==> src/rtl/mips_isa_pkg.sv <==
// MIPS opcode/funct encodings, symbolic instruction kinds and word-packing helpers.
// Shared between the instruction loader and the control decoder.
package mips_isa_pkg;

  localparam int unsigned WORD_W  = 32;
  localparam int unsigned REG_W   = 5;
  localparam int unsigned IMM_W   = 16;
  localparam int unsigned KIND_W  = 4;
  localparam int unsigned OP_W    = 6;
  localparam int unsigned FUNCT_W = 6;

  localparam logic [OP_W-1:0] OP_RTYPE = 6'h00;
  localparam logic [OP_W-1:0] OP_ADDI  = 6'h08;
  localparam logic [OP_W-1:0] OP_LW    = 6'h23;
  localparam logic [OP_W-1:0] OP_SW    = 6'h2B;
  localparam logic [OP_W-1:0] OP_BEQ   = 6'h04;

  localparam logic [FUNCT_W-1:0] FUNCT_ADD = 6'h20;
  localparam logic [FUNCT_W-1:0] FUNCT_SUB = 6'h22;
  localparam logic [FUNCT_W-1:0] FUNCT_AND = 6'h24;
  localparam logic [FUNCT_W-1:0] FUNCT_OR  = 6'h25;
  localparam logic [FUNCT_W-1:0] FUNCT_SLT = 6'h2A;

  typedef enum logic [KIND_W-1:0] {
    KIND_ADD  = 4'd0,
    KIND_SUB  = 4'd1,
    KIND_AND  = 4'd2,
    KIND_OR   = 4'd3,
    KIND_SLT  = 4'd4,
    KIND_ADDI = 4'd5,
    KIND_LW   = 4'd6,
    KIND_SW   = 4'd7,
    KIND_BEQ  = 4'd8
  } kind_e;

  typedef struct packed {
    logic [KIND_W-1:0] kind;
    logic [REG_W-1:0]  rs;
    logic [REG_W-1:0]  rt;
    logic [REG_W-1:0]  rd;
    logic [IMM_W-1:0]  imm;
  } instr_sym_t;

  // Kinds above BEQ have no encoding.
  function automatic logic kind_illegal(input logic [KIND_W-1:0] kind);
    return kind > KIND_W'(KIND_BEQ);
  endfunction

  function automatic logic [WORD_W-1:0] r_word(input instr_sym_t sym,
                                               input logic [FUNCT_W-1:0] funct);
    return {OP_RTYPE, sym.rs, sym.rt, sym.rd, 5'b0, funct};
  endfunction

  function automatic logic [WORD_W-1:0] i_word(input instr_sym_t sym,
                                               input logic [OP_W-1:0] op);
    return {op, sym.rs, sym.rt, sym.imm};
  endfunction

endpackage

==> src/rtl/instr_word_encode.sv <==
// Combinational packer: symbolic instruction -> 32-bit MIPS word plus illegal-kind flag.
module instr_word_encode
  import mips_isa_pkg::*;
(
  input  instr_sym_t          instr_i,
  output logic [WORD_W-1:0]   word_c_o,
  output logic                illegal_c_o
);

  always_comb begin
    word_c_o    = '0;
    illegal_c_o = kind_illegal(instr_i.kind);
    case (instr_i.kind)
      KIND_ADD:  word_c_o = r_word(instr_i, FUNCT_ADD);
      KIND_SUB:  word_c_o = r_word(instr_i, FUNCT_SUB);
      KIND_AND:  word_c_o = r_word(instr_i, FUNCT_AND);
      KIND_OR:   word_c_o = r_word(instr_i, FUNCT_OR);
      KIND_SLT:  word_c_o = r_word(instr_i, FUNCT_SLT);
      KIND_ADDI: word_c_o = i_word(instr_i, OP_ADDI);
      KIND_LW:   word_c_o = i_word(instr_i, OP_LW);
      KIND_SW:   word_c_o = i_word(instr_i, OP_SW);
      KIND_BEQ:  word_c_o = i_word(instr_i, OP_BEQ);
      default:   word_c_o = '0;
    endcase
  end

endmodule

==> src/rtl/instr_encode_loader.sv <==
// Accepts symbolic instructions over valid/ready, encodes them and writes one word
// per cycle into instruction memory at consecutive addresses.
module instr_encode_loader
  import mips_isa_pkg::*;
#(
  parameter int unsigned ADDR_W    = 6,
  parameter int unsigned BASE_ADDR = 0
) (
  input  logic                clk,
  input  logic                reset,
  input  logic                clear,
  input  logic                in_valid,
  output logic                in_ready,
  input  logic [KIND_W-1:0]   in_kind,
  input  logic [REG_W-1:0]    in_rs,
  input  logic [REG_W-1:0]    in_rt,
  input  logic [REG_W-1:0]    in_rd,
  input  logic [IMM_W-1:0]    in_imm,
  input  logic                in_last,
  output logic                imem_we,
  output logic [ADDR_W-1:0]   imem_addr,
  output logic [WORD_W-1:0]   imem_wdata,
  output logic [ADDR_W:0]     count,
  output logic                full,
  output logic                done,
  output logic                err_illegal
);

  localparam int unsigned CNT_W = ADDR_W + 1;
  localparam logic [CNT_W-1:0]  CAPACITY = {1'b1, {ADDR_W{1'b0}}};
  localparam logic [ADDR_W-1:0] BASE     = ADDR_W'(BASE_ADDR);

  typedef enum logic {ST_LOAD, ST_DONE} state_e;

  state_e              state_q, state_d;
  logic                we_q, we_d;
  logic [ADDR_W-1:0]   addr_q, addr_d;
  logic [WORD_W-1:0]   wdata_q, wdata_d;
  logic [CNT_W-1:0]    count_q, count_d;
  logic                full_q, full_d;
  logic                done_q, done_d;
  logic                err_q, err_d;

  instr_sym_t          sym;
  logic [WORD_W-1:0]   enc_word;
  logic                enc_illegal;
  logic                accept;

  assign sym = '{kind: in_kind, rs: in_rs, rt: in_rt, rd: in_rd, imm: in_imm};

  instr_word_encode u_encode (
    .instr_i     (sym),
    .word_c_o    (enc_word),
    .illegal_c_o (enc_illegal)
  );

  // Ready depends only on registers and the restart inputs, never on in_valid.
  assign in_ready = (state_q == ST_LOAD) & ~full_q & ~reset & ~clear;
  assign accept   = in_valid & in_ready;

  // Count and full advance at accept so full blocks the very next handshake;
  // the address advances as each word leaves the output register.
  always_comb begin
    state_d = state_q;
    we_d    = 1'b0;
    addr_d  = we_q ? addr_q + ADDR_W'(1) : addr_q;
    wdata_d = wdata_q;
    count_d = count_q;
    full_d  = full_q;
    done_d  = done_q;
    err_d   = err_q;

    case (state_q)
      ST_LOAD: begin
        if (accept) begin
          if (enc_illegal) begin
            err_d = 1'b1;
          end else begin
            we_d    = 1'b1;
            wdata_d = enc_word;
            count_d = count_q + CNT_W'(1);
            full_d  = (count_q + CNT_W'(1)) == CAPACITY;
          end
          if (in_last) begin
            state_d = ST_DONE;
            done_d  = 1'b1;
          end
        end
      end
      ST_DONE: state_d = ST_DONE;
      default: state_d = ST_LOAD;
    endcase

    if (clear) begin
      state_d = ST_LOAD;
      we_d    = 1'b0;
      addr_d  = BASE;
      wdata_d = '0;
      count_d = '0;
      full_d  = 1'b0;
      done_d  = 1'b0;
      err_d   = 1'b0;
    end
  end

  always_ff @(posedge clk) begin
    if (reset) begin
      state_q <= ST_LOAD;
      we_q    <= 1'b0;
      addr_q  <= BASE;
      wdata_q <= '0;
      count_q <= '0;
      full_q  <= 1'b0;
      done_q  <= 1'b0;
      err_q   <= 1'b0;
    end else begin
      state_q <= state_d;
      we_q    <= we_d;
      addr_q  <= addr_d;
      wdata_q <= wdata_d;
      count_q <= count_d;
      full_q  <= full_d;
      done_q  <= done_d;
      err_q   <= err_d;
    end
  end

  assign imem_we     = we_q;
  assign imem_addr   = addr_q;
  assign imem_wdata  = wdata_q;
  assign count       = count_q;
  assign full        = full_q;
  assign done        = done_q;
  assign err_illegal = err_q;

endmodule

==> config.mk <==
export PLATFORM = sky130hd
export DESIGN_NAME = instr_encode_loader
export DESIGN_NICKNAME = d
export VERILOG_FILES = /design/src/rtl/mips_isa_pkg.sv /design/src/rtl/instr_word_encode.sv /design/src/rtl/instr_encode_loader.sv
export SDC_FILE = /design/constraint.sdc
export NUM_CORES = 1
export LEC_CHECK = 0
export BUFFER_PORTS_ARGS = -buffer_cell sky130_fd_sc_hd__buf_2
export CORE_AREA = 8 8 60 101
export DETAILED_ROUTE_END_ITERATION = 10
export DIE_AREA = 0 0 68 109
export PLACE_DENSITY = 0.78
export SLEW_MARGIN = 5
export SYNTH_ARGS = -nofsm -noshare
export SYNTH_HDL_FRONTEND = slang
export SYNTH_SLANG_ARGS = --single-unit
==> constraint.sdc <==
create_clock -name clk -period 2.3 [get_ports clk]
set_input_delay 0.345 -clock clk [delete_from_list [all_inputs] [get_ports clk]]
set_output_delay 0.345 -clock clk [all_outputs]
set_load 0.01 [all_outputs]
[Word-level counts from Yosys, hierarchy flattened]
Index checks and enable logic that the tools add are counted.
Cells by class
  $add $sub $neg: 2
  multipliers: 0
  div/mod/pow operators: 0
  order comparisons: 1
  equality and inequality tests: 9
  shift operators: 0
  muxes and demuxes: 5
  bitwise operators: 10
  reductions and logical operators: 6
Operator list (count)
  32-bit case mux with 9 select lines: 1
  4-bit by 3-bit == test with 1-bit output (second input constant): 4
  3-bit AND reduction: 3
  4-bit by 2-bit == test with 1-bit output (second input constant): 2
  7-bit by 1-bit adder with 7-bit output (second input constant): 1
  7-bit == test (second input constant): 1
  6-bit by 1-bit adder with 6-bit output (second input constant): 1
  1-bit inverter: 6
  1-bit bitwise AND: 4
  4-bit by 1-bit == test with 1-bit output (second input constant): 1
  4-bit == test (second input constant): 1
  4-bit > comparator (second input constant): 1
  4-bit logical NOT: 1
  4-bit OR reduction: 1
  1-bit two-way mux: 3
  1-bit case mux with 2 select lines: 1
  2-bit OR reduction: 1
Word-level totals
  bits in registers: 50
  latch bits: 0
  bits in writable memories: 0
  bits in read-only memories: 0
  input port bits: 40
  memories kept: 0

[Longest topological paths before layout]
Gate-level depths: netlist of run 1.
  word-level depth: 7
  gate-level depth with buffers: 7
  gate-level depth less buffers: 5

[Modules after synthesis]
From an unflattened synthesis of run 1, not the netlist that was laid out.
Second synthesis, totals
  cell total of the unflattened synthesis: 312
  area total of the unflattened synthesis: 2467.4 sq um
By module, submodules not included
  instr_encode_loader: instances 1, cells an instance 230, area an instance 1946.9 sq um, sequential area each 1001.0 sq um
  instr_word_encode: instances 1, cells an instance 82, area an instance 520.5 sq um, sequential area each 0.0 sq um

[Worst setup path after synthesis of run 1]
Ideal clock, no wire load.
  path kind: register -> register
  start: register count_q[0], in the netlist count[0]
  end: register count_q[6], in the netlist count[6]
  setup time: 0.070 ns
  arrival time: 1.650 ns
  required time: 2.230 ns
  setup slack: 0.579 ns
  cell stages (with the launch flop): 6
  path buffers: 0
  clock period less this slack: 1.721 ns
  cells stage by stage: dfxtp_1 -> ha_1 -> inv_1 -> or4_1 -> or3_1 -> a21oi_1
On the way
  cells in the longest elaborated chain, start to end: 1
Ends and longest elaborated chain
  start: declaration: line instr_encode_loader.sv:39  | logic [CNT_W-1:0] count_q, count_d;
  start signal: assignment: line instr_encode_loader.sv:121  | count_q <= count_d;
  7-bit by 1-bit adder with 7-bit output: line instr_encode_loader.sv:81  | count_d = count_q + CNT_W'(1);
Every way passes these cells.
A chain may end at the register's enable or synchronous reset.

[Final worst setup path of run 1]
Ends and elaborated chain as after synthesis.

==> metrics, run 1 <==
# clock sinks=47; EDFF count, synth=0; metal2 WL=3130 um; Max-Cap Viols=0; CP Capture Type=register; cts-stage hold buffer count=0; Die Y=109 um; Power, Total=1.61 mW; Crit Path Max Fanout=8; Mapped Area=2180 um2; Total GRT Usage=0.160; Setup Crit Path Kind=register to register; Synth Warn #=0; CP endpoint=count[6]; relative slew slack=0.563; Highest Signal Layer=met4; CTS tree=yes; Hold Path Class=input pin to register; LEAKAGE=1.19 nW; Post-Syn Nets=298; Post-CTS Setup Bufs=0; Final TNS setup=0 ns; final max-slew violation count=0; initial antenna violation count=0; status=completed; VDD IR max=433 uV; die area=7410 um2; CTS H-tree lvls=2; reg-to-reg setup timing slack=0.42 ns; Initial Util=0.457; Initial DRC Count=106; vias in the first global route=2,026; clock skew=0.00768 ns; dpl hpwl=4480 um; vias per cell=5.43; largest net degree at the start of global routing=35; crit path cell chain=ha_1, inv_1, or4_1, or3_1, a21oi_1; r2r startpoint=count[0]; Core ar.=4760 um2; num ports=90; syn_area_per_cell=8.53 um2; FMAX=0.532 GHz; number of port buffers=88; Fill cells=462; first-pass GRT wire length=9420 um; FF+latch area=941 um2; post-CTS sizing=0; DRT met1 WL=2280 um; reg2reg end=count[6]; fin crit period=1.88 ns; GR Overflow Total=0; root buf cell=clkbuf_8; RSZ-0062 raised after global routing=no; CTS Buffer Depth=2; met3 WL=476 um; worst slew pin tran=0.656 ns; diode count=0; Crit path arrival time=2.10 ns; crit share post-route=0.817; number of distinct library cells after synthesis=46; Routed Antenna Nets=0; row count=34; layout cell share with drive strength beyond 1=0.327; #FFs+latches synth=47; area of the multi-input gates=1110 um2; crit path launch=count[0]; Async SR Flop Fraction=0; CP required=2.52 ns; worst skew pair latency=0.30 ns; Num CTS Buffers=5; die width=68 um; startpoint types=register; final hold violation count=0; final setup fails=0; register area share after synthesis=0.432; via total after detailed routing=2,117; mean routed wirelength per cell=15.3 um; CP max-delay cell=dfxtp_1; ys flop type=dfxtp_1; pwr dens=589 nW/um2; Pre-antenna DRT Iters=4; Synth Instances=255; area delta synth->final=25.8%; slowest stage delay, CP=0.51 ns; nets=378; clock-pin slew on the worst setup and hold paths=0.08 ns; placer's final routability congestion estimate=0.902; cells on worst reg2reg path=5; final wirelength=5970 um; Post-route DRC=0
## final cells by class
cell class	count	area share
repair buffers	94	0.177
multi-input cells	182	0.404
flip-flops and latches	47	0.344
well taps	54	0.0247
clock buffers	6	0.0302
clock inverters	2	0.0128
inverters	5	0.00686
## cells in the mapped netlist (all sizes together) (3+ instances only)
cell	instances	area (um2)
clkbuf	8	30.0
o22a	5	43.8
nand3	5	37.5
o21ai	11	55.1
nand2	36	135
inv	5	18.8
a31oi	9	56.3
a21oi	23	115
nor2b	6	37.5
nand4	6	37.5
a32oi	6	52.6
xor2	6	52.6
nor2	22	82.6
o31ai	3	36.3
a22oi	5	37.5
ha	3	37.5
buf	13	78.8
mux2i	3	30.0
dfxtp	47	941
nor3	5	25.0
xnor2	3	26.3
## cells by family after synthesis
kind of cell | count (synthesis) | synth area share
compound gates | 74 | 0.228
xor+xnor | 9 | 0.0362
fa+ha+maj | 3 | 0.0173
buf+inv | 26 | 0.0586
flops | 47 | 0.432
mux | 5 | 0.0242
other cells | 1 | 0.00172
simple gates | 90 | 0.201
## flip-flops by register name (all words and copies together), names as in the netlist
name / cells
count: 7
done: 1
err_illegal: 1
full: 1
imem_addr: 6
imem_wdata: 29
imem_we: 1
state_q: 1
## report_power, final
part           switching [mW]  internal [mW]
combinational          0.0959         0.0695
clock                   0.270          0.352
sequential            0.00496          0.820
## stage by stage
stage	hold WS [ns]	std cells	area (um2)	setup WS, ns	utilization
CTS	0.266	390	2740	0.424	0.575
detailed placement	0.441	382	2620	0.461	0.550
global route	0.269	390	2740	0.317	0.575
finish	0.276	390	2740	0.422	0.575
global placement	0.439	382	2620	0.492	0.550
floorplan	0.471	255	2180	0.579	-
## how the worst min path moves through the flow
stage                              from             to  slack, ns  cells past startpoint
after floorplan                 in_last           done       0.47                      1
after global placement    imem_wdata[5]  imem_wdata[5]       0.44                      2
after detailed placement  imem_wdata[5]  imem_wdata[5]       0.44                      2
after CTS                       in_last           done       0.27                      2
after global routing            in_last           done       0.27                      2
final                           in_last           done       0.28                      2
## per-layer routing
layer	vias up	GRT usage
met3	8	0.0412
met2	66	0.291
met1	983	0.169
li1	1060	-
met5	-	0
met4	0	0.0574
## cells in the final DEF (no fill, tap or decap), drive strengths merged, types with 2 or more instances in the layout
cell type,synthesis,final
or3,2,2
mux2i,3,3
o21ai,11,11
o21a,2,2
o31ai,3,3
a22oi,5,5
clkbuf,8,6
mux2,2,2
a32oi,6,6
nor3,5,5
nand3,5,5
a21oi,23,23
nand4,6,6
buf,13,94
and3,2,2
nand2,36,36
nor2,22,22
inv,5,5
a21o,2,2
a31oi,9,9
xnor2,3,3
nor2b,6,6
dfxtp,47,47
xor2,6,6
o22a,5,5
ha,3,3
## worst max-delay path: cells and delay by family, from the launching register on
family / cells / cell delay, ns
AOI/OAI and AO/OA: 1 / 0.14
adders and majority gates: 1 / 0.29
buffers and inverters: 1 / 0.05
DFF: 1 / 0.51
and+or+nand+nor: 2 / 0.82
(Power assumes the default switching activity.)
==> run 2: changes to the inputs <==
CORE_AREA = 8 8 63 106   (was 8 8 60 101)
DIE_AREA = 0 0 71 114   (was 0 0 68 109)
PLACE_DENSITY = 0.74   (was 0.78)
clock period = 1.5 ns   (was 2.3 ns; I/O delays follow)
==> run 2 against run 1 <==
  * Die area grew 9.2%
  * Sequential share of layout area is 2.7 points lower
  * Wire length rose by 8.8%
  * Power up 48%
  * Highest routed layer unchanged
  * Critical path depth decreased by 2
==> metrics, run 2 (synthesis results as in run 1) <==
Total GRT Usage=0.158; cts-stage hold buffer count=0; die width=71 um; Net Switching=0.566 mW; RSZ-0062 raised after global routing=yes; Worst Hold Path Cells=3; layout cell share with drive strength beyond 1=0.411; first-pass GRT wire length=10,400 um; r2r startpoint=count[1]; Core ar.=5170 um2; hold path start=in_rt[2]; Pre-antenna DRT Iters=4; Post-route DRC=0; num ports=90; Switching Share=0.237; max reg flops=29; most frequent cells in the layout=buf_2 (87), dfxtp_1 (41), nand2_1 (35); # clock sinks=47; Die Y=114 um; final hold violation count=0; crit share post-route=0.977; slowest stage delay, CP=0.34 ns; Top Family by Delay on Critical Path=flip-flops; vias per cell=5.31; VDD IR max=522 uV; dpl cells=408; LEAKAGE=1.34 nW; diode count=0; reg-to-reg setup timing slack=0.04 ns; mean routed wirelength per cell=15.5 um; Initial Util=0.421; final setup fails=0; final max-slew violation count=0; final wirelength=6500 um; CTS Buffer Depth=2; Clk pwr share=0.345; root buf cell=clkbuf_8; Initial DRC Count=84; setup ws final=0.0350 ns; Flop pwr share=0.529; reg2reg end=count[6]; Crit path arrival time=1.24 ns; part of the power in combinational logic=0.126; worst slack, placed=-0.0120 ns; Final Util=0.582; Num CTS Buffers=5; CP Capture Type=output pin; Routed Antenna Nets=0; row count=35; Final TNS setup=0 ns; WP buf/inv=2; die area=8090 um2; FMAX=0.683 GHz; Hold Path Class=input pin to register; fin crit period=1.46 ns; worst skew pair latency=0.29 ns; Max-Cap Viols=0; CTS H-tree lvls=2; nets=408; via total after detailed routing=2,231; clock-pin slew on the worst setup and hold paths=0.08 ns; largest net degree at the start of global routing=17; clock skew=0.00973 ns; startpoint types=register; CTS tree=yes; placer's final routability congestion estimate=0.866; CP required=1.27 ns; GR Overflow Total=0; Min-Delay Endpoint=imem_wdata[18]; Final Non-Filler Cells=420; CP max-delay cell=dfxtp_2; pwr dens=793 nW/um2; area delta synth->final=38.2%; Internal Power=1.82 mW; vias in the first global route=2,251; WP depth=3; status=completed; crit path cell chain=nor4_4, buf_4, buf_6; initial antenna violation count=0; Crit Path Max Fanout=5; most common cell after layout, fill and taps aside=buf_2; dpl hpwl=5030 um; Placed Area=2830 um2; Setup Crit Path Kind=register to output pin; Fill cells=510; cells on worst reg2reg path=5; number of port buffers=88; fin area=3010 um2
==> run 2: how the worst max path moves through the flow <==
stage,startpoint,to,slack [ns]
2_1_floorplan,state_q,imem_wdata[10],0.003
3_3_place_gp,clear,imem_wdata[6],0.03
3_5_place_dp,clear,imem_wdata[3],-0.01
4_1_cts,state_q,in_ready,0.01
5_1_grt,state_q,full,-0.03
6_report,state_q,in_ready,0.04
==> run 2: per-layer routing <==
| layer | global-route usage | up-vias | share of wire |
|---|---|---|---|
| met5 | 0 | - | 0 |
| met4 | 0.0643 | 0 | 0.018 |
| met3 | 0.0457 | 12 | 0.054 |
| met2 | 0.297 | 65 | 0.54 |
| met1 | 0.156 | 1033 | 0.38 |
| li1 | - | 1121 | - |
==> run 2: cell type report <==
type / count / area (um2) / share of cell area
multi-input cells: 182 / 1140 / 0.379
flip-flops and latches: 47 / 953 / 0.317
repair buffers: 124 / 728 / 0.242
clock buffers: 7 / 97.6 / 0.0325
well taps: 55 / 68.8 / 0.0229
inverters: 5 / 18.8 / 0.00624
==> run 2: what timing repair did <==
item                       4_1_cts  5_1_grt
resized for setup                3        8
pin swaps                        1        4
setup endpoints to repair        1       13
setup buffers                    0        5
==> run 2: worst register-to-register path, cell delays in order (launching register included) <==
cell     delay, ns
dfxtp_4       0.36
ha_4          0.13
inv_1         0.03
or4_4         0.42
or3_4         0.34
a21oi_2       0.13
==> run 2: per-stage QoR <==
| step | power (mW) | hold slack, ns |
|---|---|---|
| 2_1_floorplan | 1.44 | 0.351 |
| 3_3_place_gp | 1.57 | 0.438 |
| 3_5_place_dp | 1.58 | 0.444 |
| 4_1_cts | 2.41 | 0.149 |
| 5_1_grt | 2.50 | 0.147 |
| 6_report | 2.38 | 0.163 |
==> run 2: power by group through the flow <==
stage                     registers, mW  logic (mW)  clock network, mW
after CTS                          1.26       0.294              0.853
after global placement             1.29       0.285                  0
final                              1.26       0.301              0.822
after detailed placement           1.29       0.290                  0
after floorplan                    1.30       0.147                  0
after global routing               1.26       0.332              0.907
